==> src/rtl/processor_datapath_if.sv <==
// Command/observation bundle between the control FSM (master) and the execution datapath (slave).
// Flags signal exists only when PROC_DATAPATH_FLAGS_EN is defined.
interface processor_datapath_if #(
    parameter int unsigned DATA_W = 16,
    parameter int unsigned RF_AW  = 4,
    parameter int unsigned DM_AW  = 8
) ();
    logic [DM_AW-1:0]  D_addr;
    logic              D_wr;
    logic              RF_s;
    logic              RF_W_en;
    logic [RF_AW-1:0]  RF_W_addr;
    logic [RF_AW-1:0]  RF_Ra_addr;
    logic [RF_AW-1:0]  RF_Rb_addr;
    logic [2:0]        Alu_s0;
    logic [DATA_W-1:0] Ra_data;
    logic [DATA_W-1:0] Rb_data;
    logic [DATA_W-1:0] Alu_out;
    logic [DATA_W-1:0] Rd_data;
`ifdef PROC_DATAPATH_FLAGS_EN
    logic [3:0]        Flags;
`endif

    modport master (
`ifdef PROC_DATAPATH_FLAGS_EN
        input  Flags,
`endif
        output D_addr, D_wr, RF_s, RF_W_en, RF_W_addr, RF_Ra_addr, RF_Rb_addr, Alu_s0,
        input  Ra_data, Rb_data, Alu_out, Rd_data
    );

    modport slave (
`ifdef PROC_DATAPATH_FLAGS_EN
        output Flags,
`endif
        input  D_addr, D_wr, RF_s, RF_W_en, RF_W_addr, RF_Ra_addr, RF_Rb_addr, Alu_s0,
        output Ra_data, Rb_data, Alu_out, Rd_data
    );
endinterface

==> src/rtl/processor_datapath.sv <==
// Execution datapath: 16-entry RF, 8-function ALU, synchronous data memory, write-back mux.
// Optional registered {N,V,C,Z} flags under PROC_DATAPATH_FLAGS_EN.
module processor_datapath #(
    parameter int unsigned DATA_W = 16,
    parameter int unsigned RF_AW  = 4,
    parameter int unsigned DM_AW  = 8
) (
    input logic                 i_clk,
    input logic                 i_rst,
    processor_datapath_if.slave io_dp
);
    localparam int unsigned NumRegs  = 2 ** RF_AW;
    localparam int unsigned NumWords = 2 ** DM_AW;

    logic [DATA_W-1:0] r_rf  [NumRegs];
    logic [DATA_W-1:0] r_mem [NumWords];
    logic [DATA_W-1:0] r_rd_data;
    logic [DATA_W-1:0] w_ra, w_rb, w_alu, w_wdata, w_opb, w_sum;
    logic              w_cin;

    assign w_ra = r_rf[io_dp.RF_Ra_addr];
    assign w_rb = r_rf[io_dp.RF_Rb_addr];

    // One adder serves A+B, A-B (A + ~B + 1) and A+1.
    always_comb begin
        w_opb = w_rb;
        w_cin = 1'b0;
        if (io_dp.Alu_s0 == 3'd2) begin
            w_opb = ~w_rb;
            w_cin = 1'b1;
        end else if (io_dp.Alu_s0 == 3'd7) begin
            w_opb = {{(DATA_W-1){1'b0}}, 1'b1};
        end
    end

`ifdef PROC_DATAPATH_FLAGS_EN
    logic w_carry;
    assign {w_carry, w_sum} = {1'b0, w_ra} + {1'b0, w_opb} + {{DATA_W{1'b0}}, w_cin};
`else
    assign w_sum = w_ra + w_opb + {{(DATA_W-1){1'b0}}, w_cin};
`endif

    always_comb begin
        w_alu = '0;
        case (io_dp.Alu_s0)
            3'd0:    w_alu = '0;
            3'd1:    w_alu = w_sum;
            3'd2:    w_alu = w_sum;
            3'd3:    w_alu = w_ra;
            3'd4:    w_alu = w_ra ^ w_rb;
            3'd5:    w_alu = w_ra | w_rb;
            3'd6:    w_alu = w_ra & w_rb;
            default: w_alu = w_sum;
        endcase
    end

    assign w_wdata = io_dp.RF_s ? r_rd_data : w_alu;

    always_ff @(posedge i_clk or posedge i_rst) begin
        if (i_rst) begin
            for (int i = 0; i < int'(NumRegs); i++) begin
                r_rf[i] <= '0;
            end
        end else if (io_dp.RF_W_en) begin
            r_rf[io_dp.RF_W_addr] <= w_wdata;
        end
    end

    // Read-first: the registered read sees the word from before any same-edge write.
    always_ff @(posedge i_clk or posedge i_rst) begin
        if (i_rst) begin
            r_rd_data <= '0;
        end else begin
            r_rd_data <= r_mem[io_dp.D_addr];
        end
    end

    // Memory contents survive reset; only the write is gated.
    always_ff @(posedge i_clk) begin
        if (!i_rst && io_dp.D_wr) begin
            r_mem[io_dp.D_addr] <= w_ra;
        end
    end

    assign io_dp.Ra_data = w_ra;
    assign io_dp.Rb_data = w_rb;
    assign io_dp.Alu_out = w_alu;
    assign io_dp.Rd_data = r_rd_data;

`ifdef PROC_DATAPATH_FLAGS_EN
    logic [3:0] r_flags;
    logic [3:0] w_flags;
    logic       w_arith;

    assign w_arith = (io_dp.Alu_s0 == 3'd1) || (io_dp.Alu_s0 == 3'd2) || (io_dp.Alu_s0 == 3'd7);

    // {N, V, C, Z}; for subtraction C is the adder carry, i.e. NOT borrow.
    always_comb begin
        w_flags    = 4'b0000;
        w_flags[3] = w_alu[DATA_W-1];
        w_flags[0] = (w_alu == '0);
        if (w_arith) begin
            w_flags[2] = (w_ra[DATA_W-1] == w_opb[DATA_W-1]) &&
                         (w_sum[DATA_W-1] != w_ra[DATA_W-1]);
            w_flags[1] = w_carry;
        end
    end

    always_ff @(posedge i_clk or posedge i_rst) begin
        if (i_rst) begin
            r_flags <= 4'b0000;
        end else if (io_dp.RF_W_en && !io_dp.RF_s) begin
            r_flags <= w_flags;
        end
    end

    assign io_dp.Flags = r_flags;
`endif
endmodule

==> src/flat_wrapper.sv <==
// flat-port wrapper written by rule: the top's interface ports become plain ports
module processor_datapath_flat 
#(
    parameter int unsigned DATA_W = 16,
    parameter int unsigned RF_AW  = 4,
    parameter int unsigned DM_AW  = 8
)
  (i_clk, i_rst, io_dp_D_addr, io_dp_D_wr, io_dp_RF_s, io_dp_RF_W_en, io_dp_RF_W_addr, io_dp_RF_Ra_addr, io_dp_RF_Rb_addr, io_dp_Alu_s0, io_dp_Ra_data, io_dp_Rb_data, io_dp_Alu_out, io_dp_Rd_data);
  processor_datapath_if #(.DATA_W(DATA_W), .RF_AW(RF_AW), .DM_AW(DM_AW)) io_dp_i ();
  input logic i_clk;
  input logic i_rst;
  input wire logic [$bits(io_dp_i.D_addr)-1:0] io_dp_D_addr;
  input wire logic [$bits(io_dp_i.D_wr)-1:0] io_dp_D_wr;
  input wire logic [$bits(io_dp_i.RF_s)-1:0] io_dp_RF_s;
  input wire logic [$bits(io_dp_i.RF_W_en)-1:0] io_dp_RF_W_en;
  input wire logic [$bits(io_dp_i.RF_W_addr)-1:0] io_dp_RF_W_addr;
  input wire logic [$bits(io_dp_i.RF_Ra_addr)-1:0] io_dp_RF_Ra_addr;
  input wire logic [$bits(io_dp_i.RF_Rb_addr)-1:0] io_dp_RF_Rb_addr;
  input wire logic [$bits(io_dp_i.Alu_s0)-1:0] io_dp_Alu_s0;
  output wire logic [$bits(io_dp_i.Ra_data)-1:0] io_dp_Ra_data;
  output wire logic [$bits(io_dp_i.Rb_data)-1:0] io_dp_Rb_data;
  output wire logic [$bits(io_dp_i.Alu_out)-1:0] io_dp_Alu_out;
  output wire logic [$bits(io_dp_i.Rd_data)-1:0] io_dp_Rd_data;
  assign io_dp_i.D_addr = io_dp_D_addr;
  assign io_dp_i.D_wr = io_dp_D_wr;
  assign io_dp_i.RF_s = io_dp_RF_s;
  assign io_dp_i.RF_W_en = io_dp_RF_W_en;
  assign io_dp_i.RF_W_addr = io_dp_RF_W_addr;
  assign io_dp_i.RF_Ra_addr = io_dp_RF_Ra_addr;
  assign io_dp_i.RF_Rb_addr = io_dp_RF_Rb_addr;
  assign io_dp_i.Alu_s0 = io_dp_Alu_s0;
  assign io_dp_Ra_data = io_dp_i.Ra_data;
  assign io_dp_Rb_data = io_dp_i.Rb_data;
  assign io_dp_Alu_out = io_dp_i.Alu_out;
  assign io_dp_Rd_data = io_dp_i.Rd_data;
  processor_datapath #(.DATA_W(DATA_W), .RF_AW(RF_AW), .DM_AW(DM_AW)) u_core (.i_clk(i_clk), .i_rst(i_rst), .io_dp(io_dp_i));
endmodule
==> config.mk <==
export PLATFORM = sky130hd
export DESIGN_NAME = processor_datapath_flat
export DESIGN_NICKNAME = d
export VERILOG_FILES = /design/src/rtl/processor_datapath_if.sv /design/src/rtl/processor_datapath.sv /design/src/flat_wrapper.sv
export SDC_FILE = /design/constraint.sdc
export NUM_CORES = 2
export LEC_CHECK = 0
export CAP_MARGIN = 40
export CORE_MARGIN = 4
export CORE_UTILIZATION = 60
export DETAILED_ROUTE_END_ITERATION = 10
export PLACE_DENSITY_LB_ADDON = 0.08
export SYNTH_ARGS = -nofsm -noshare
export SYNTH_HDL_FRONTEND = slang
export SYNTH_SLANG_ARGS = --single-unit
==> constraint.sdc <==
create_clock -name i_clk -period 10.1 [get_ports i_clk]
set_input_delay 2.02 -clock i_clk [delete_from_list [all_inputs] [get_ports i_clk]]
set_output_delay 2.02 -clock i_clk [all_outputs]
set_load 0.05 [all_outputs]
Word level (Yosys, flattened, before mapping)
Memories as Yosys holds them, arrays and structs flattened. A register that Yosys moved wholly into a read port is not among the register bits.
Cells that the tools add are included.
{"block": "word_totals", "regBits": 256, "ram_bits": 4096, "inputBits": 28, "output_inout_bits": 64, "mem_count": 1}
{"name": "u_core.r_mem", "depth": 256, "width": 16, "rd": 1, "rd_clocked_by_memory_dff": 1, "write_ports": 1, "line_no": "processor_datapath.sv:16", "text": "logic [DATA_W-1:0] r_mem [NumWords];"}
{"block": "classes", "n_addsub": 2, "n_lt_le_gt_ge": 4, "eq_ne": 6, "n_mux": 16, "bitwise": 7, "n_reduce_logical": 4}
{"cell": "bitwise mux 256 bit", "count": 1}
{"cell": "binary-select mux 16 bit (select 4 bit)", "count": 2}
{"cell": "two-way mux 16 bit", "count": 8}
{"cell": "case mux 16 bit (5 select lines)", "count": 1}
{"cell": "demux 16 bit (select 4 bit)", "count": 1}
{"cell": "adder 16 x 1 -> 16 bit", "count": 1}
{"cell": "adder 16 bit", "count": 1}
{"cell": "AND 16 bit", "count": 1}
{"cell": "NOT 16 bit", "count": 1}
{"cell": "OR 16 bit", "count": 1}
{"cell": "bitwise XOR 16 bit", "count": 1}
{"cell": ">= comparator 5 bit (second input constant)", "count": 3}
{"cell": "NOT 4 -> 5 bit", "count": 3}
{"cell": "== test 3 bit (second input constant)", "count": 4}
{"cell": "== test 3 x 2 -> 1 bit (second input constant)", "count": 2}
{"cell": "less-than comparator 5 x 1 -> 1 bit (second input constant)", "count": 1}
{"cell": "zero test 3 bit", "count": 1}
{"cell": "two-way mux 1 bit", "count": 3}
{"cell": "logical AND 1 bit", "count": 2}
{"cell": "zero test 1 bit", "count": 1}

Logic depth before layout (Yosys ltp)
{"block": "logic_depth", "word_depth": 11, "depth_mapped": 18, "depth_no_buf": 15}

Worst setup path before layout
OpenSTA, ideal clock, no wires.
{"block": "synth_path", "path_kind": "input-to-output", "from": "input io_dp_RF_Ra_addr[1]", "to": "output io_dp_Alu_out[15]", "t_arrival_ps": 8789, "required_ps": 8080, "slack_ps": -709, "path_stages": 14, "path_buffers": 3, "cell_sequence": "buf_2 -> buf_2 -> buf_2 -> mux4_2 -> mux2i_1 -> mux2_2 -> inv_1 -> ha_1 -> o21a_1 -> nor2_1 -> nor3_1 -> a211oi_1 -> xnor2_1 -> o21ai_0"}
{"block": "synth_via", "elab_chain_cells": 7, "word_cells_on_any_way": 10, "classes_between": "add/sub: 2; mux: 4; bitwise: 4"}
{"item": "from (decl)", "line_no": "flat_wrapper.sv:17", "text": "input wire logic [$bits(io_dp_i.RF_Ra_addr)-1:0] io_dp_RF_Ra_addr;"}
{"item": "NOT 4 -> 5 bit (not written as such)", "line_no": "processor_datapath.sv:21", "text": "assign w_ra = r_rf[io_dp.RF_Ra_addr];"}
{"item": "binary-select mux 16 bit (select 4 bit)", "line_no": "processor_datapath.sv:21"}
{"item": "two-way mux 16 bit (not written as such) (2 in series)", "line_no": "processor_datapath.sv:21"}
{"item": "via io_dp_Ra_data[10]", "line_no": "flat_wrapper.sv:20", "text": "output wire logic [$bits(io_dp_i.Ra_data)-1:0] io_dp_Ra_data;"}
{"item": "adder 16 bit", "line_no": "processor_datapath.sv:40", "text": "assign w_sum = w_ra + w_opb + {{(DATA_W-1){1'b0}}, w_cin};"}
{"item": "adder 16 x 1 -> 16 bit", "line_no": "processor_datapath.sv:40"}
{"item": "case mux 16 bit (5 select lines)", "line_no": "processor_datapath.sv:45", "text": "case (io_dp.Alu_s0)"}
{"item": "to (decl)", "line_no": "flat_wrapper.sv:22", "text": "output wire logic [$bits(io_dp_i.Alu_out)-1:0] io_dp_Alu_out;"}
The timed path passes the listed nets, and every way through them passes these cells. The select of a mux whose other input is x is not followed.

Worst setup path in the final report
{"block": "layout_path", "from": "input io_dp_RF_Rb_addr[0]", "to": "output io_dp_Alu_out[8]"}
{"block": "layout_via", "elab_chain_cells": 9, "word_cells_on_any_way": 13, "classes_between": "add/sub: 2; mux: 6; bitwise: 5"}
{"item": "from (decl)", "line_no": "flat_wrapper.sv:18", "text": "input wire logic [$bits(io_dp_i.RF_Rb_addr)-1:0] io_dp_RF_Rb_addr;"}
{"item": "NOT 4 -> 5 bit (not written as such) *", "line_no": "processor_datapath.sv:22", "text": "assign w_rb = r_rf[io_dp.RF_Rb_addr];"}
{"item": "binary-select mux 16 bit (select 4 bit) *", "line_no": "processor_datapath.sv:22"}
{"item": "two-way mux 16 bit (not written as such) * (2 in series)", "line_no": "processor_datapath.sv:22"}
{"item": "two-way mux 16 bit / NOT 16 bit (equally long branches)", "line_no": "processor_datapath.sv:31, processor_datapath.sv:29"}
{"item": "two-way mux 16 bit", "line_no": "processor_datapath.sv:28", "text": "if (io_dp.Alu_s0 == 3'd2) begin"}
{"item": "adder 16 bit", "line_no": "processor_datapath.sv:40"}
{"item": "adder 16 x 1 -> 16 bit", "line_no": "processor_datapath.sv:40"}
{"item": "case mux 16 bit (5 select lines) *", "line_no": "processor_datapath.sv:45"}
Mark *: on every way between the ends. The rest lies on a longest branch, timed or not. The select of a mux whose other input is x is not followed.

==> impl_metrics.tcl <==
set metrics [dict create \
    ir_worst_vdd_v 0.000207 \
    max_freq_mhz 109 \
    end_kind "output pin" \
    worstMarginPinSlew_ns 1.42 \
    path_clk_slew_ns 0.05 \
    cts_num_sinks 4368 \
    synth_nets 7603 \
    critPathArrivalTime_ns 7.12 \
    path_class "in -> out" \
    clkLatencyLatePin_ns 0.99 \
    syn_area_um2 172000 \
    post-cts-setup-buffers 0 \
    synthFlopType "edfxtp_1" \
    tritoncts "yes" \
    grt_pass1_vias 84200 \
    syn_avg_cell_area_um2 22.9 \
    status "finished with violations" \
    drtAntennaViolNets 0 \
    final_common_cell "edfxtp_1" \
    final.setup.tns_ns 0 \
    stdcell_count 12200 \
    grt_start_max_net_pins 216 \
    initial_core_util_pct 60.4 \
    die_w_um 544 \
    p_leak_nw 63.0 \
    layout_common_cells "4,096 x edfxtp_1, 1,432 x mux4_2, 438 x clkbuf_16" \
    grt_pass1_wl_mm 649 \
    drc 1 \
    maxSlewHeadroom_pct 5.19 \
    cp_cell_sequence "buf_4 -> mux4_2 -> mux4_1 -> mux2i_1 -> o22ai_1 -> fa_1 -> inv_1 -> fa_1 -> a211oi_1 -> o21ai_0 -> a21oi_1 -> o21ai_0 -> a211oi_1 -> a211o_1 -> clkdlybuf4s50_1" \
    fin_crit_ns 9.14 \
    core_area_um2 285000 \
    yosysSeqAreaShare_pct 75.3 \
    async_flop_share_pct 6.23 \
    register_area_um2 130000 \
    maxSlewViolCount 0 \
    fin_skew_ns 0.0705 \
    hold_viol_final 0 \
    cts-root-buf "clkbuf_16" \
    fp-row-count 196 \
    nets 8152 \
    rsz0062_at_grt "no" \
    layout-drive-gt1-share_pct 35.8 \
    antenna_found_initial 20 \
    ios 92 \
    critPathSlowestCell "clkdlybuf4s50_1" \
    yosys_warnings 0 \
    htreeDepth 5 \
    cts_resized 0 \
    overflow 0 \
    grt_use_total_pct 31.4 \
    path_buf_inv 3 \
    hpwl_mm 274 \
    detail_route.wl_per_cell_um 37.5 \
    critPathTopFamily "compound AO/OA/AOI/OAI gates" \
    timing.hold.worst.class "reg -> reg" \
    drt_wl_total_mm 457 \
    violations "design-rule violations" \
    portBuffers 91 \
    drv_cap 0 \
    cp-start-kind "primary input" \
    synthToLayoutAreaGrowth_pct 13.6 \
    dp.cells 11400 \
    die-area_um2 296000 \
    cts_hold_buf 0 \
    vias_per_cell 6.93 \
    p_per_area_nw_per_um2 233 \
    synth_edf_count 4096 \
    syn_inst 7527 \
    drt_iter0_drc 11900 \
    ys_seq_elements 4368 \
    period_share_pct 90.5 \
    ys_types 61 \
    crit_fanout 25 \
    drt-pass1-iter-count 11 \
    routabilityCongestion 0.916 \
    multi_input_area_um2 41200 \
    vias 84500 \
    n_fill_cell 17500 \
    cts-buffers-inserted 433 \
    critPathRequiredTime_ns 8.08 \
    slowest_delay_ns 0.83 \
    setup_viol 0 \
    fp.dieH_um 544 \
    clockBufferDepth 4 \
]
==> final timing paths <==
path | from | end | slack [ns] | depth (start not counted)
setup / recovery | io_dp_RF_Rb_addr[0] | io_dp_Alu_out[8] | 0.96 | 15
hold / removal | u_core.r_rf[224] | u_core.r_rf[224] | 0.51 | 2
setup reg to reg | u_core.r_rf[224] | u_core.r_rf[122] | 4.98 | 16
hold reg to reg | u_core.r_rf[224] | u_core.r_rf[224] | 0.51 | 2
max in group asynchronous | i_rst | u_core.r_rf[80] | 6.56 | 3
min in group asynchronous | i_rst | u_core.io_dp.Rd_data[14] | 1.86 | 2
==> registers in the layout, summed over array words and instances, names as in the netlist <==
signal / cells
u_core.io_dp.Rd_data: 16
u_core.r_rf: 256
u_core.r_mem: 4096
==> metal layers <==
layer | vias to the layer above | track usage, % | share of wire [%]
met5 | - | 0.260 | 0.052
met4 | 18 | 11.0 | 4.0
met3 | 830 | 7.08 | 10
met2 | 4822 | 48.4 | 48
met1 | 45700 | 45.4 | 38
li1 | 33200 | - | -
==> synthesized netlist by cell type (all sizes together) (5+ instances only) <==
library cell	n	area, um2
a211o	5	43.8
a211oi	9	67.6
a21oi	83	449
a22o	6	52.6
a22oi	38	285
a32oi	18	158
and2	7	43.8
and3	5	31.3
buf	199	1000
clkbuf	256	961
dfrtp	272	6810
edfxtp	4096	123000
ha	46	576
inv	42	158
mux2	166	1870
mux2i	39	390
mux4	1454	32800
nand2	144	541
nand2b	10	62.6
nand3	39	195
nand4	13	81.3
nor2	372	1400
nor2b	14	87.6
nor3	18	90.1
nor4	5	31.3
o21ai	73	369
o22ai	26	163
o31ai	13	97.6
xnor2	7	68.8
==> cell type report <==
cell class / instances / share of cell area, %
timing repair buffer: 569 / 2.98
antenna: 8 / 0.0102
multi-input combinational: 2661 / 21.0
clock inverter: 261 / 1.34
inverter: 43 / 0.0882
tap: 3762 / 2.40
clock buffer: 537 / 5.83
sequential: 4368 / 66.3
==> metrics by stage <==
step	hold slack (ns)	area [um2]	worst slack [ns]	power, mW	util (%)
5_1_grt	0.541	196000	0.688	47.1	68.6
6_report	0.506	196000	0.964	45.7	68.6
3_3_place_gp	0.492	180000	0.970	29.7	63.0
4_1_cts	0.509	196000	0.968	45.8	68.5
3_5_place_dp	0.496	182000	0.982	30.1	63.6
2_1_floorplan	0.458	172000	0.106	27.2	-
==> worst min-delay path, stage by stage (launching register included) <==
cell     delay (ns)
dfrtp_1        0.36
nand2_1        0.05
o21ai_0        0.06
==> power breakdown <==
part,switching (mW),internal (mW),total [mW]
registers,0.388,22.6,23.0
clock network,6.79,9.12,15.9
logic,4.82,1.98,6.80
==> cells by family after synthesis <==
group	synth area share, %
mux	20.3
simple gates	1.54
fa+ha+maj	0.357
buf+inv	1.23
compound gates	1.14
xor+xnor	0.0501
flops	75.3
(Power assumes the default switching activity.)
